<file path="src/rtl/calc_token_sequencer_pkg.sv">
// Shared definitions for the calculator token sequencer: opcode values,
// FSM state encoding and the opcode decode helpers. The calculator uses
// the same opcode values.
package calc_token_sequencer_pkg;

   localparam int unsigned DATA_W = 8;
   localparam int unsigned OP_W   = 3;

   localparam logic [OP_W-1:0] OP_ZERO   = 3'b000;
   localparam logic [OP_W-1:0] OP_SHOW_A = 3'b001;
   localparam logic [OP_W-1:0] OP_SHOW_B = 3'b010;
   localparam logic [OP_W-1:0] OP_ADD    = 3'b011;
   localparam logic [OP_W-1:0] OP_SUB    = 3'b100;

   typedef enum logic [1:0] {
      S_A    = 2'd0,   // waiting for operand A
      S_OP   = 2'd1,   // waiting for an operator
      S_B    = 2'd2,   // waiting for operand B
      S_EXEC = 2'd3    // calculator inputs stable, result captured next edge
   } state_t;

   // Opcodes the calculator implements.
   function automatic logic op_is_valid(input logic [OP_W-1:0] op);
      return (op == OP_ZERO)   || (op == OP_SHOW_A) || (op == OP_SHOW_B) ||
             (op == OP_ADD)    || (op == OP_SUB);
   endfunction

   // Opcodes that do not need operand B.
   function automatic logic op_is_unary(input logic [OP_W-1:0] op);
      return (op == OP_ZERO) || (op == OP_SHOW_A);
   endfunction

endpackage

</file>
<file path="src/rtl/calc_token_sequencer_if.sv">
// Bundle of the token input stream, the calculator operand/result wires
// and the latched result/status outputs of the sequencer.
interface calc_token_sequencer_if;
   import calc_token_sequencer_pkg::*;

   // token stream
   logic              tok_valid;
   logic              tok_is_op;
   logic [DATA_W-1:0] tok_data;
   logic              tok_ready;

   // calculator side
   logic [DATA_W-1:0] entrada_A;
   logic [DATA_W-1:0] entrada_B;
   logic [OP_W-1:0]   codigo;
   logic [DATA_W-1:0] saida;

   // result side
   logic [DATA_W-1:0] result;
   logic              result_valid;
   logic              error;

   // Environment: token source, calculator and result consumer.
   modport master (
      output tok_valid, tok_is_op, tok_data, saida,
      input  tok_ready, entrada_A, entrada_B, codigo,
      input  result, result_valid, error
   );

   // The sequencer itself.
   modport slave (
      input  tok_valid, tok_is_op, tok_data, saida,
      output tok_ready, entrada_A, entrada_B, codigo,
      output result, result_valid, error
   );

endinterface

</file>
<file path="src/rtl/calc_token_sequencer.sv">
// Token sequencer in front of the 8-bit combinational calculator: collects
// A / operator / B tokens into registers driving the calculator, then
// latches the calculator output one cycle later with a valid pulse.
module calc_token_sequencer
   import calc_token_sequencer_pkg::*;
#(
   parameter bit CHAIN = 1'b1   // 1: result becomes the next operand A
) (
   input  logic                     clk,
   input  logic                     rst_n,
   calc_token_sequencer_if.slave    bus
);

   state_t            state_q, state_d;
   logic [DATA_W-1:0] a_q, a_d;
   logic [DATA_W-1:0] b_q, b_d;
   logic [OP_W-1:0]   op_q, op_d;
   logic [DATA_W-1:0] result_q, result_d;
   logic              result_valid_q, result_valid_d;
   logic              error_q, error_d;

   logic              accept;
   logic [OP_W-1:0]   tok_op;

   // Token handshake and opcode field extraction.
   always_comb begin
      accept = bus.tok_valid && (state_q != S_EXEC);
      tok_op = bus.tok_data[OP_W-1:0];
   end

   // Next-state and register update logic; pulses default low each cycle.
   always_comb begin
      state_d        = state_q;
      a_d            = a_q;
      b_d            = b_q;
      op_d           = op_q;
      result_d       = result_q;
      result_valid_d = 1'b0;
      error_d        = 1'b0;

      unique case (state_q)
         S_A: begin
            if (accept) begin
               if (bus.tok_is_op) begin
                  error_d = 1'b1;
               end else begin
                  a_d     = bus.tok_data;
                  state_d = S_OP;
               end
            end
         end

         S_OP: begin
            if (accept) begin
               if (!bus.tok_is_op) begin
                  a_d = bus.tok_data;
               end else if (!op_is_valid(tok_op)) begin
                  error_d = 1'b1;
               end else begin
                  op_d    = tok_op;
                  state_d = op_is_unary(tok_op) ? S_EXEC : S_B;
               end
            end
         end

         S_B: begin
            if (accept) begin
               if (bus.tok_is_op) begin
                  error_d = 1'b1;
               end else begin
                  b_d     = bus.tok_data;
                  state_d = S_EXEC;
               end
            end
         end

         S_EXEC: begin
            result_d       = bus.saida;
            result_valid_d = 1'b1;
            if (CHAIN) begin
               a_d     = bus.saida;
               op_d    = OP_ZERO;
               state_d = S_OP;
            end else begin
               state_d = S_A;
            end
         end

         default: begin
            state_d = S_A;
         end
      endcase
   end

   // State and datapath registers with synchronous active-low reset.
   always_ff @(posedge clk) begin
      if (!rst_n) begin
         state_q        <= S_A;
         a_q            <= '0;
         b_q            <= '0;
         op_q           <= '0;
         result_q       <= '0;
         result_valid_q <= 1'b0;
         error_q        <= 1'b0;
      end else begin
         state_q        <= state_d;
         a_q            <= a_d;
         b_q            <= b_d;
         op_q           <= op_d;
         result_q       <= result_d;
         result_valid_q <= result_valid_d;
         error_q        <= error_d;
      end
   end

   // Drive the interface outputs from the registers.
   always_comb begin
      bus.tok_ready    = (state_q != S_EXEC);
      bus.entrada_A    = a_q;
      bus.entrada_B    = b_q;
      bus.codigo       = op_q;
      bus.result       = result_q;
      bus.result_valid = result_valid_q;
      bus.error        = error_q;
   end

endmodule
</file>
<file path="src/flat_wrapper.sv">
// flat-port wrapper written by rule: the top's interface ports become plain ports
module calc_token_sequencer_flat import calc_token_sequencer_pkg::*;
#(
   parameter bit CHAIN = 1'b1                                          
)
  (clk, rst_n, bus_tok_valid, bus_tok_is_op, bus_tok_data, bus_saida, bus_tok_ready, bus_entrada_A, bus_entrada_B, bus_codigo, bus_result, bus_result_valid, bus_error);
  calc_token_sequencer_if bus_i ();
  input  logic clk;
  input  logic rst_n;
  input wire logic [$bits(bus_i.tok_valid)-1:0] bus_tok_valid;
  input wire logic [$bits(bus_i.tok_is_op)-1:0] bus_tok_is_op;
  input wire logic [$bits(bus_i.tok_data)-1:0] bus_tok_data;
  input wire logic [$bits(bus_i.saida)-1:0] bus_saida;
  output wire logic [$bits(bus_i.tok_ready)-1:0] bus_tok_ready;
  output wire logic [$bits(bus_i.entrada_A)-1:0] bus_entrada_A;
  output wire logic [$bits(bus_i.entrada_B)-1:0] bus_entrada_B;
  output wire logic [$bits(bus_i.codigo)-1:0] bus_codigo;
  output wire logic [$bits(bus_i.result)-1:0] bus_result;
  output wire logic [$bits(bus_i.result_valid)-1:0] bus_result_valid;
  output wire logic [$bits(bus_i.error)-1:0] bus_error;
  assign bus_i.tok_valid = bus_tok_valid;
  assign bus_i.tok_is_op = bus_tok_is_op;
  assign bus_i.tok_data = bus_tok_data;
  assign bus_i.saida = bus_saida;
  assign bus_tok_ready = bus_i.tok_ready;
  assign bus_entrada_A = bus_i.entrada_A;
  assign bus_entrada_B = bus_i.entrada_B;
  assign bus_codigo = bus_i.codigo;
  assign bus_result = bus_i.result;
  assign bus_result_valid = bus_i.result_valid;
  assign bus_error = bus_i.error;
  calc_token_sequencer #(.CHAIN(CHAIN)) u_core (.clk(clk), .rst_n(rst_n), .bus(bus_i));
endmodule
</file>
<file path="config.mk">
export PLATFORM = sky130hd
export DESIGN_NAME = calc_token_sequencer_flat
export DESIGN_NICKNAME = d
export VERILOG_FILES = /design/src/rtl/calc_token_sequencer_pkg.sv /design/src/rtl/calc_token_sequencer_if.sv /design/src/rtl/calc_token_sequencer.sv /design/src/flat_wrapper.sv
export SDC_FILE = /design/constraint.sdc
export NUM_CORES = 1
export LEC_CHECK = 0
export CAP_MARGIN = 10
export CORE_MARGIN = 2
export CORE_UTILIZATION = 49
export CTS_BUF_LIST = sky130_fd_sc_hd__clkbuf_8
export CTS_CLUSTER_DIAMETER = 100
export DETAILED_ROUTE_END_ITERATION = 12
export GPL_TIMING_DRIVEN = 0
export PLACE_DENSITY = 0.95
export SYNTH_ARGS = -nofsm -noshare
export SYNTH_HDL_FRONTEND = slang
export SYNTH_SLANG_ARGS = --single-unit
</file>
<file path="constraint.sdc">
create_clock -name clk -period 3.3 [get_ports clk]
set_clock_uncertainty 0.05 [all_clocks]
set_input_delay 0.495 -clock clk [delete_from_list [all_inputs] [get_ports clk]]
set_output_delay 0.495 -clock clk [all_outputs]
set_load 0.005 [all_outputs]
</file>
# Word-level counts from Yosys, hierarchy flattened
# Index checks and enable logic that the tools add are counted.
[word_totals]
word_cells = 63
inputBits = 20
reg_bits = 31
[classes]
n_eq_ne = 17
bitwise = 1
n_mux = 23
reduce_logical = 15
[op_table]
columns = ["cell", "n"]
rows = [
  ["$mux W8", 2],
  ["$pmux W8 S2", 1],
  ["$mux W2", 7],
  ["$ne A2 B1 Y1 const B", 5],
  ["$ne A2 B2 Y1 const B", 5],
  ["$mux W3", 3],
  ["$pmux W2 S4", 1],
  ["$mux W1", 7],
  ["$reduce_and A7 Y1", 1],
  ["$eq A3 B2 Y1 const B", 2],
  ["$pmux W3 S2", 1],
  ["$reduce_and A3 Y1", 2],
  ["$eq A2 B2 Y1 const B", 2],
  ["$logic_or A1 B1 Y1", 4],
  ["$reduce_and A4 Y1", 1],
  ["$reduce_bool A2 Y1", 2],
  ["$reduce_or A2 Y1", 2],
  ["$eq A3 B1 Y1 const B", 1],
  ["$eq A3 B3 Y1 const B", 1],
  ["$logic_not A3 Y1", 1],
  ["$eq A2 B1 Y1 const B", 1],
  ["$logic_not A2 Y1", 1],
  ["$pmux W1 S2", 1],
  ["$logic_and A1 B1 Y1", 1],
  ["$not A1 Y1", 1],
]

# Depth between registers and ports, before layout
# Gate-level depths: netlist of run 1.
[depth]
depth_word = 9
ltp_mapped = 8
ltp_nobuf = 6

# Worst setup path after synthesis of run 1
# OpenSTA, ideal clock, no wires.
[synth_path]
path_kind = "reg-to-output"
from = "reg u_core.state_q[0]"
to = "out bus_tok_ready"
required_ns = 2.755
slack_ns = 1.669
path_stages_with_launch = 5
arrival_time_ns = 1.086
path_cell_list = "dfxtp_1 ha_1 buf_4 buf_2 inv_1"
[synth_via]
elab_chain_len = 1
[synth_rtl]
columns = ["element", "line_no", "source"]
rows = [
  ["start, declared", "calc_token_sequencer.sv:14", "state_t state_q, state_d;"],
  ["start signal, assigned", "calc_token_sequencer.sv:106", "state_q <= state_d;"],
  ["$ne A2 B2 Y1", "calc_token_sequencer.sv:118", "bus.tok_ready = (state_q != S_EXEC);"],
  ["end, declared", "flat_wrapper.sv:14", "output wire logic [$bits(bus_i.tok_ready)-1:0] bus_tok_ready;"],
]
# Every way passes these cells.

# Worst setup path after layout of run 1
# Ends and elaborated chain as after synthesis.

==> results of run 1 <==
-- layout make-up --
cell class | instances | area share (%)
buffer | 8 | 2.82
clock buffer | 5 | 3.53
clock inverter | 3 | 0.770
inverter | 4 | 0.770
multi-input combinational | 94 | 33.7
sequential | 31 | 31.8
tap | 31 | 1.99
timing repair buffer | 48 | 24.6
-- flip-flops by register name, indices dropped and copies added, names as in the netlist --
| signal | count |
|---|---|
| u_core.bus.entrada_A | 8 |
| u_core.bus.entrada_B | 8 |
| u_core.bus.result | 8 |
| u_core.bus.codigo | 3 |
| u_core.state_q | 2 |
| u_core.bus.error | 1 |
| u_core.bus.result_valid | 1 |
-- cells in the final DEF (no fill, tap or decap), types with 3 or more instances in the layout --
master / synthesis / final
ha_1: 4 / 4
o21ai_0: 3 / 3
inv_1: 3 / 3
a211oi_1: 6 / 6
clkdlybuf4s50_1: 0 / 48
mux2i_1: 25 / 25
nand2_1: 6 / 6
nor2_1: 28 / 28
dfxtp_1: 31 / 31
clkbuf_8: 0 / 5
clkinv_2: 0 / 3
-- final timing paths --
check	end	slack, ns	depth (start not counted)
min reg2reg	u_core.bus.codigo[0]$_SDFFE_PN0P_	0.44	2
min	u_core.bus.codigo[0]$_SDFFE_PN0P_	0.44	2
max reg2reg	u_core.bus.entrada_B[5]$_SDFFE_PN0P_	1.58	6
max	bus_tok_ready	0.70	5
-- power groups by stage --
stage | Combinational (mW) | Clock, mW | Sequential (mW)
after floorplan | 0.271 | 0 | 0.494
after global placement | 0.453 | 0 | 0.489
after detailed placement | 0.476 | 0 | 0.495
after CTS | 0.480 | 0.297 | 0.488
after global routing | 0.523 | 0.313 | 0.495
final | 0.484 | 0.294 | 0.488
-- kinds of logic (layout without fill, tap and decap cells) --
group	count (synthesis)	after routing	share of synthesized area [%]
and+or+nand+nor	45	45	15.2
DFF	31	31	46.1
muxes	25	25	18.6
AOI/OAI and AO/OA	20	20	11.2
buffers and inverters	12	68	5.20
adders and majority gates	4	4	3.71
-- worst max-delay path: cells and delay by family (launching register included) --
family / cells / cell delay [ns]
buf+inv: 4 / 1.12
flops: 1 / 0.41
fa+ha+maj: 1 / 0.22
-- per-layer routing --
layer / track usage [%] / part of all wire (%) / up-vias
li1: - / - / 581
met1: 27.0 / 40 / 581
met2: 38.2 / 50 / 50
met3: 9.45 / 6.3 / 12
met4: 12.6 / 3.1 / 0
met5: 0 / 0 / -
==> results.cfg, run 1 <==
[status]
status = completed

[placed_design]
numPortBuffers = 48
place_congestion = 0.762
dpl.cell_count = 216
place_ws_ns = 1.05
dpl_cell_area_um2 = 1870
dp_hpwl_mm = 2.57

[power_and_ir_drop]
ir_drop_mv = 0.553
intPower_uw = 852
swShare_pct = 32.7
total_leakage_power_nw = 0.718
clockPowerShare_pct = 23.2
power_frac_comb_pct = 38.2
seqPwrFrac_pct = 38.6
powerDensity_nw_per_um2 = 649
power_mw = 1.27
switching_power_uw = 414

[final_layout]
instances_no_fill = 224
area_delta_synth_final_pct = 44.8
multiInputGateArea_um2 = 657
utilization_pct = 72.6
fin_area_um2 = 1950
fillerInstances = 194
antenna_cells = 0
drive_above_1_share_pct = 9.33
seq_area_um2 = 621
nets = 216

[worst_hold_path]
holdCritStartpoint = u_core.bus.codigo[0]$_SDFFE_PN0P_
hp-class = reg -> reg

[sta]
worst_slack_ns = 0.702
rsz0062_at_grt = false
slew_headroom_pct = 67.4
tns_ns = 0
holdWs_ns = 0.439
finalSetupViolCount = 0
worst_pin_slew_ns = 0.488
maxSlewViolCount = 0
fin_crit_sh_pct = 78.7
fin_crit_ns = 2.60
timing.final.hold_violations = 0
fmax_ghz = 0.385

[cts]
ctsRootBufferMaster = clkbuf_8
post_cts_buffers = 0
ctsHoldBuffers = 0
clockBufferDepth = 2
numCtsBuffers = 5
htree_num_levels = 2
cts_tree = yes
path_clk_slew_ns = 0.07
clk_latency_ns = 0.29
cts_sinks = 31
cts_resized = 0

[critical_path]
r2r_start = u_core.state_q[0]$_SDFFE_PN0P_
required_ns = 2.75
cp-start-kind = register
crit_path_cell_trace = ha_1 > buf_4 > buf_2 > inv_1 > clkdlybuf4s50_1
critPathLaunch = u_core.state_q[0]$_SDFFE_PN0P_
worst-path-max-fanout = 10
cp.arrival_ns = 2.05
cpMaxStageDelayCell = clkdlybuf4s50_1
max_stage_delay_ns = 0.46
setup.worst_path.class = reg -> out
critPathCaptureType = output port

[yosys]
synth_area_um2 = 1350
syn_area_per_cell_um2 = 9.84
synth.most_common_cell = dfxtp_1
synth_flop_cell = dfxtp_1
seq_area_frac_synth_pct = 46.1
synth_area_leaders = dfxtp_1 46%, mux2i_1 19%, nor2_1 7.8%, ha_1 3.7%, a211oi_1 3.3%
yosysTopAreaCellShare_pct = 46.1
netlist_top_cells_count = 31 x dfxtp_1, 28 x nor2_1, 25 x mux2i_1, 6 x a211oi_1, 6 x nand2_1
yosys.area.top_type = dfxtp_1
yosysWarnings = 0
synth_edf_count = 0
syn_nets = 161
ys_types = 30
async_reset_ff_share_pct = 0
synth_cells = 137
yosys_register_bits = 31

[grt]
grt_antenna_before_repair = 0
grt_max_degree = 11
grt-ovfl-total = 0
grt_usage_pct = 23.8
grt_pass1_vias = 1189
grt_pass1_wl_mm = 5.60

[route]
wl_per_cell_um = 16.0
drt_pre_antenna_iters = 4
wirelength_mm = 3.58
route.detailed.drc = 0
postRouteAntennaNets = 0
vias_per_cell = 5.46
drt_iter0_markers = 64
vias = 1224

[floorplanning]
core_area_um2 = 2690
start_util_pct = 50.2
fp-row-count = 19
die-area_um2 = 3190
fp.dieH_um = 56.4
die_w_um = 56.4
boundaryPins = 50

[run]
cap_violations = 0
(Power assumes the default switching activity.)
==> run 2: changes to the inputs <==
- CORE_UTILIZATION: 49 -> 45
- PLACE_DENSITY: 0.95 -> 0.9
- clock period: 3.3 -> 2.5 ns (I/O delays scaled with it)
==> run 2 against run 1 <==
  * Sequential power grew 31%
  * Via count shrank 3.2%
  * Global-route usage shrank 1.3 points
  * Critical path type unchanged
  * Critical endpoint unchanged
  * Setup slack lost 0.43 ns
  * Largest power group unchanged
  * Critical path depth shrank 1
  * Register-to-register slack lost 0.76 ns
==> results.cfg, run 2 (synthesized netlist as in run 1, its figures left out) <==
[critical_path]
critPathLaunch = u_core.state_q[0]$_SDFFE_PN0P_
required_ns = 2.08
r2r_end = u_core.bus.entrada_B[3]$_SDFFE_PN0P_
critPathCaptureType = output port
r2r_start = u_core.state_q[0]$_SDFFE_PN0P_
worst-path-max-fanout = 19
cp-start-kind = register
cp.arrival_ns = 1.80
r2r_slack_ns = 0.82
setup.worst_path.class = reg -> out
rr_worst_depth = 6

[cts]
numCtsBuffers = 5
htree_num_levels = 2
clk_latency_ns = 0.28
ctsRootBufferMaster = clkbuf_8
path_clk_slew_ns = 0.06
clockBufferDepth = 2
ctsHoldBuffers = 0
cts_sinks = 31
cts_tree = yes

[run]
cap_violations = 0

[final_layout]
seq_area_um2 = 621
area_delta_synth_final_pct = 45.9
fin_area_um2 = 1970
instances_no_fill = 223
multiInputGateArea_um2 = 657
fillerInstances = 201
layout_commonest_cell = clkdlybuf4s50_1
drive_above_1_share_pct = 8.85
nets = 215
final_cell_mix = 48 x clkdlybuf4s50_1, 31 x dfxtp_1, 28 x nor2_1
antenna_cells = 0

[floorplanning]
die_w_um = 58.7
start_util_pct = 48.0
fp-row-count = 19
fp.dieH_um = 58.7
core_area_um2 = 2810
boundaryPins = 50
die-area_um2 = 3450

[placed_design]
place_congestion = 0.830
numPortBuffers = 48
dpl.cell_count = 216
dp_hpwl_mm = 2.60
dpl_cell_area_um2 = 1870

[grt]
grt_usage_pct = 22.5
grt-ovfl-total = 0
grt_pass1_wl_mm = 5.67
grt_max_degree = 11
grt_pass1_vias = 1214
grt_antenna_before_repair = 0

[worst_hold_path]
worstHoldPathCells = 3
hp-class = in -> reg
holdCritStartpoint = rst_n
min_to = u_core.state_q[1]$_SDFFE_PN0P_

[power_and_ir_drop]
ir_drop_mv = 0.588
total_leakage_power_nw = 0.715
power_mw = 1.71
powerDensity_nw_per_um2 = 871

[status]
status = completed

[route]
wirelength_mm = 3.49
postRouteAntennaNets = 0
wl_per_cell_um = 15.6
drt_iter0_markers = 30
route.detailed.drc = 0
vias_per_cell = 5.31
drt_pre_antenna_iters = 4
vias = 1185

[sta]
fmax_ghz = 0.449
rsz0062_at_grt = false
slew_headroom_pct = 67.8
fin_crit_sh_pct = 89.0
tns_ns = 0
timing.final.hold_violations = 0
fin_crit_ns = 2.23
worst_pin_slew_ns = 0.483
maxSlewViolCount = 0
finalSetupViolCount = 0
==> run 2: cell count changes in the layout (fill, tap and decap cells not counted) <==
cell,previous run,this run
buf_2,2,1
clkinv_2,3,0
clkbuf_8,5,7
clkinvlp_4,0,1
==> run 2: worst max-delay path by stage <==
stage,to,slack [ns],depth (start not counted)
2_1_floorplan,bus_tok_ready,0.99,4
3_3_place_gp,bus_tok_ready,0.40,5
3_5_place_dp,bus_tok_ready,0.39,5
4_1_cts,bus_tok_ready,0.07,5
5_1_grt,bus_tok_ready,0.19,4
6_report,bus_tok_ready,0.27,4
==> run 2: metal layers <==
layer / routed length (um) / up-vias / GRT usage (%)
met5: 0 / - / 0
met1: 1390 / 554 / 25.7
li1: - / 578 / -
met4: 123 / 0 / 11.4
met2: 1790 / 41 / 37.9
met3: 185 / 12 / 6.59
==> run 2: timing repair <==
action                     in CTS  in global routing
setup endpoints to repair       0                  1
gates resized for setup         0                  0
setup buffers                   0                  0
==> run 2: power by group <==
group          internal (mW)  switching (mW)
Combinational          0.346           0.290
Clock                  0.250           0.188
Sequential             0.587          0.0522
==> run 2: worst max-delay path, cell delays in order (launching register included) <==
cell             delay, ns
dfxtp_1               0.38
ha_1                  0.22
buf_4                 0.31
inv_1                 0.13
clkdlybuf4s50_1       0.47
==> run 2: area by class of cell <==
class | count | share of cell area [%]
clock buffer | 7 | 4.90
buffer | 7 | 2.55
clock inverter | 1 | 0.382
sequential | 31 | 31.6
tap | 31 | 1.97
multi-input combinational | 94 | 33.4
timing repair buffer | 48 | 24.4
inverter | 4 | 0.764
==> run 2: metrics by stage <==
step	util (%)	hold WS [ns]	setup WS, ns
5_1_grt	70.1	0.401	0.186
3_3_place_gp	66.5	0.420	0.401
2_1_floorplan	-	0.421	0.989
4_1_cts	70.2	0.382	0.0696
3_5_place_dp	66.5	0.436	0.389
6_report	70.1	0.382	0.275
==> run 3: changes to the inputs <==
- clock period: 2.5 -> 2.25 ns (I/O delays scaled with it)
==> run 3 against run 2 <==
  * First-iteration DRC count down 6.7%
  * Clock power increased by 11%
  * Flip-flop and latch count unchanged
  * Design area up 0.19%
  * Sequential power grew 11%
  * Largest cell class unchanged
==> results.cfg, run 3 (synthesized netlist as in run 1, its figures left out) <==
[critical_path]
crit_buf_inv = 3
cpMaxStageDelayCell = clkdlybuf4s50_1
cp_top_family = buffers and inverters
max_stage_delay_ns = 0.46
worst-path-max-fanout = 19
cp-start-kind = register
cp.arrival_ns = 1.73
required_ns = 1.86
critPathCaptureType = output port
setup.worst_path.class = reg -> out
crit_path_cell_trace = ha_1 > buf_6 > inv_1 > clkdlybuf4s50_1

[power_and_ir_drop]
switching_power_uw = 586
total_leakage_power_nw = 0.716
seqPwrFrac_pct = 37.3
power_frac_comb_pct = 37.1
power_mw = 1.90
swShare_pct = 30.8
intPower_mw = 1.32
powerDensity_nw_per_um2 = 965
clockPowerShare_pct = 25.5
ir_drop_mv = 0.650

[grt]
grt_antenna_before_repair = 0
grt-ovfl-total = 0
grt_usage_pct = 22.2
grt_max_degree = 20
grt_pass1_wl_mm = 5.60
grt_pass1_vias = 1203

[placed_design]
numPortBuffers = 48
place_congestion = 0.830
dp_hpwl_mm = 2.60

[final_layout]
area_delta_synth_final_pct = 46.1
final_cell_mix = 48 x clkdlybuf4s50_1, 31 x dfxtp_1, 28 x nor2_1
layout_commonest_cell = clkdlybuf4s50_1
nets = 215
antenna_cells = 0
drive_above_1_share_pct = 8.85

[floorplanning]
die_w_um = 58.7
start_util_pct = 48.0
die-area_um2 = 3450
core_area_um2 = 2810
fp-row-count = 19
boundaryPins = 50
fp.dieH_um = 58.7

[route]
route.detailed.drc = 0
drt_pre_antenna_iters = 5
wl_per_cell_um = 15.5
drt_iter0_markers = 28
wirelength_mm = 3.45
postRouteAntennaNets = 0
vias = 1173
vias_per_cell = 5.26

[cts]
ctsRootBufferMaster = clkbuf_8
htree_num_levels = 2
cts_sinks = 31
cts_tree = yes
clockBufferDepth = 2
path_clk_slew_ns = 0.06
ctsHoldBuffers = 0
clk_latency_ns = 0.28
cts_resized = 0
post_cts_buffers = 0
numCtsBuffers = 5

[sta]
slew_headroom_pct = 67.8
worst_pin_slew_ns = 0.483
timing.final.hold_violations = 0
fin_crit_ns = 2.12
rsz0062_at_grt = false
finalSetupViolCount = 0
fin_crit_sh_pct = 94.2
tns_ns = 0
fmax_ghz = 0.472
maxSlewViolCount = 0

[status]
status = completed

[run]
cap_violations = 0

[worst_hold_path]
hp-class = in -> reg
-- run 3: cell types whose count changed in the layout (fill, tap and decap cells not counted) --
cell | before | now
buf_4 | 2 | 1
buf_6 | 2 | 3
-- run 3: power groups by stage --
stage	combinational, mW	clock (mW)	sequential [mW]
floorplan	0.398	0	0.724
global placement	0.669	0	0.717
detailed placement	0.701	0	0.723
CTS	0.706	0.490	0.711
global route	0.778	0.512	0.722
finish	0.706	0.486	0.710
-- run 3: final cells by class --
type / instances / area (um^2)
Fill cell: 201 / 836
Multi-Input combinational cell: 94 / 657
Sequential cell: 31 / 621
Timing Repair Buffer: 48 / 480
Clock buffer: 7 / 96.3
Buffer: 7 / 53.8
Tap cell: 31 / 38.8
Inverter: 4 / 15.0
Clock inverter: 1 / 7.51
-- run 3: through the flow --
step	instance area, um^2	hold WS (ns)	util [%]	instances	setup slack (ns)
floorplan	1350	0.421	-	137	0.776
detailed placement	1870	0.436	66.5	216	0.177
global placement	1870	0.420	66.5	216	0.189
global route	1970	0.363	70.2	223	0.0703
CTS	1970	0.345	70.1	223	0.0703
finish	1970	0.345	70.2	223	0.131
-- run 3: routing by layer --
layer	vias up	track usage (%)	share of wire, %
met3	16	6.59	5.7
met1	534	25.4	40
met4	0	12.3	4.2
met2	46	36.7	50
met5	-	0	0
li1	577	-	-
-- run 3: path summary, 6_finish.rpt --
path	startpoint	endpoint	slack, ns	cells after the start
worst min register to register	u_core.bus.result[4]$_SDFFE_PN0P_	u_core.bus.result[4]$_SDFFE_PN0P_	0.44	2
worst max-delay path	u_core.state_q[0]$_SDFFE_PN0P_	bus_tok_ready	0.13	4
worst min-delay path	rst_n	u_core.state_q[1]$_SDFFE_PN0P_	0.34	3
worst max register to register	u_core.state_q[0]$_SDFFE_PN0P_	u_core.bus.entrada_B[6]$_SDFFE_PN0P_	0.57	6
-- run 3: tightest hold or removal path: cells and delay by family --
| family | cells | cell delay, ns |
|---|---|---|
| mux | 1 | 0.05 |
| buf+inv | 1 | 0.16 |
| simple gates | 1 | 0.08 |
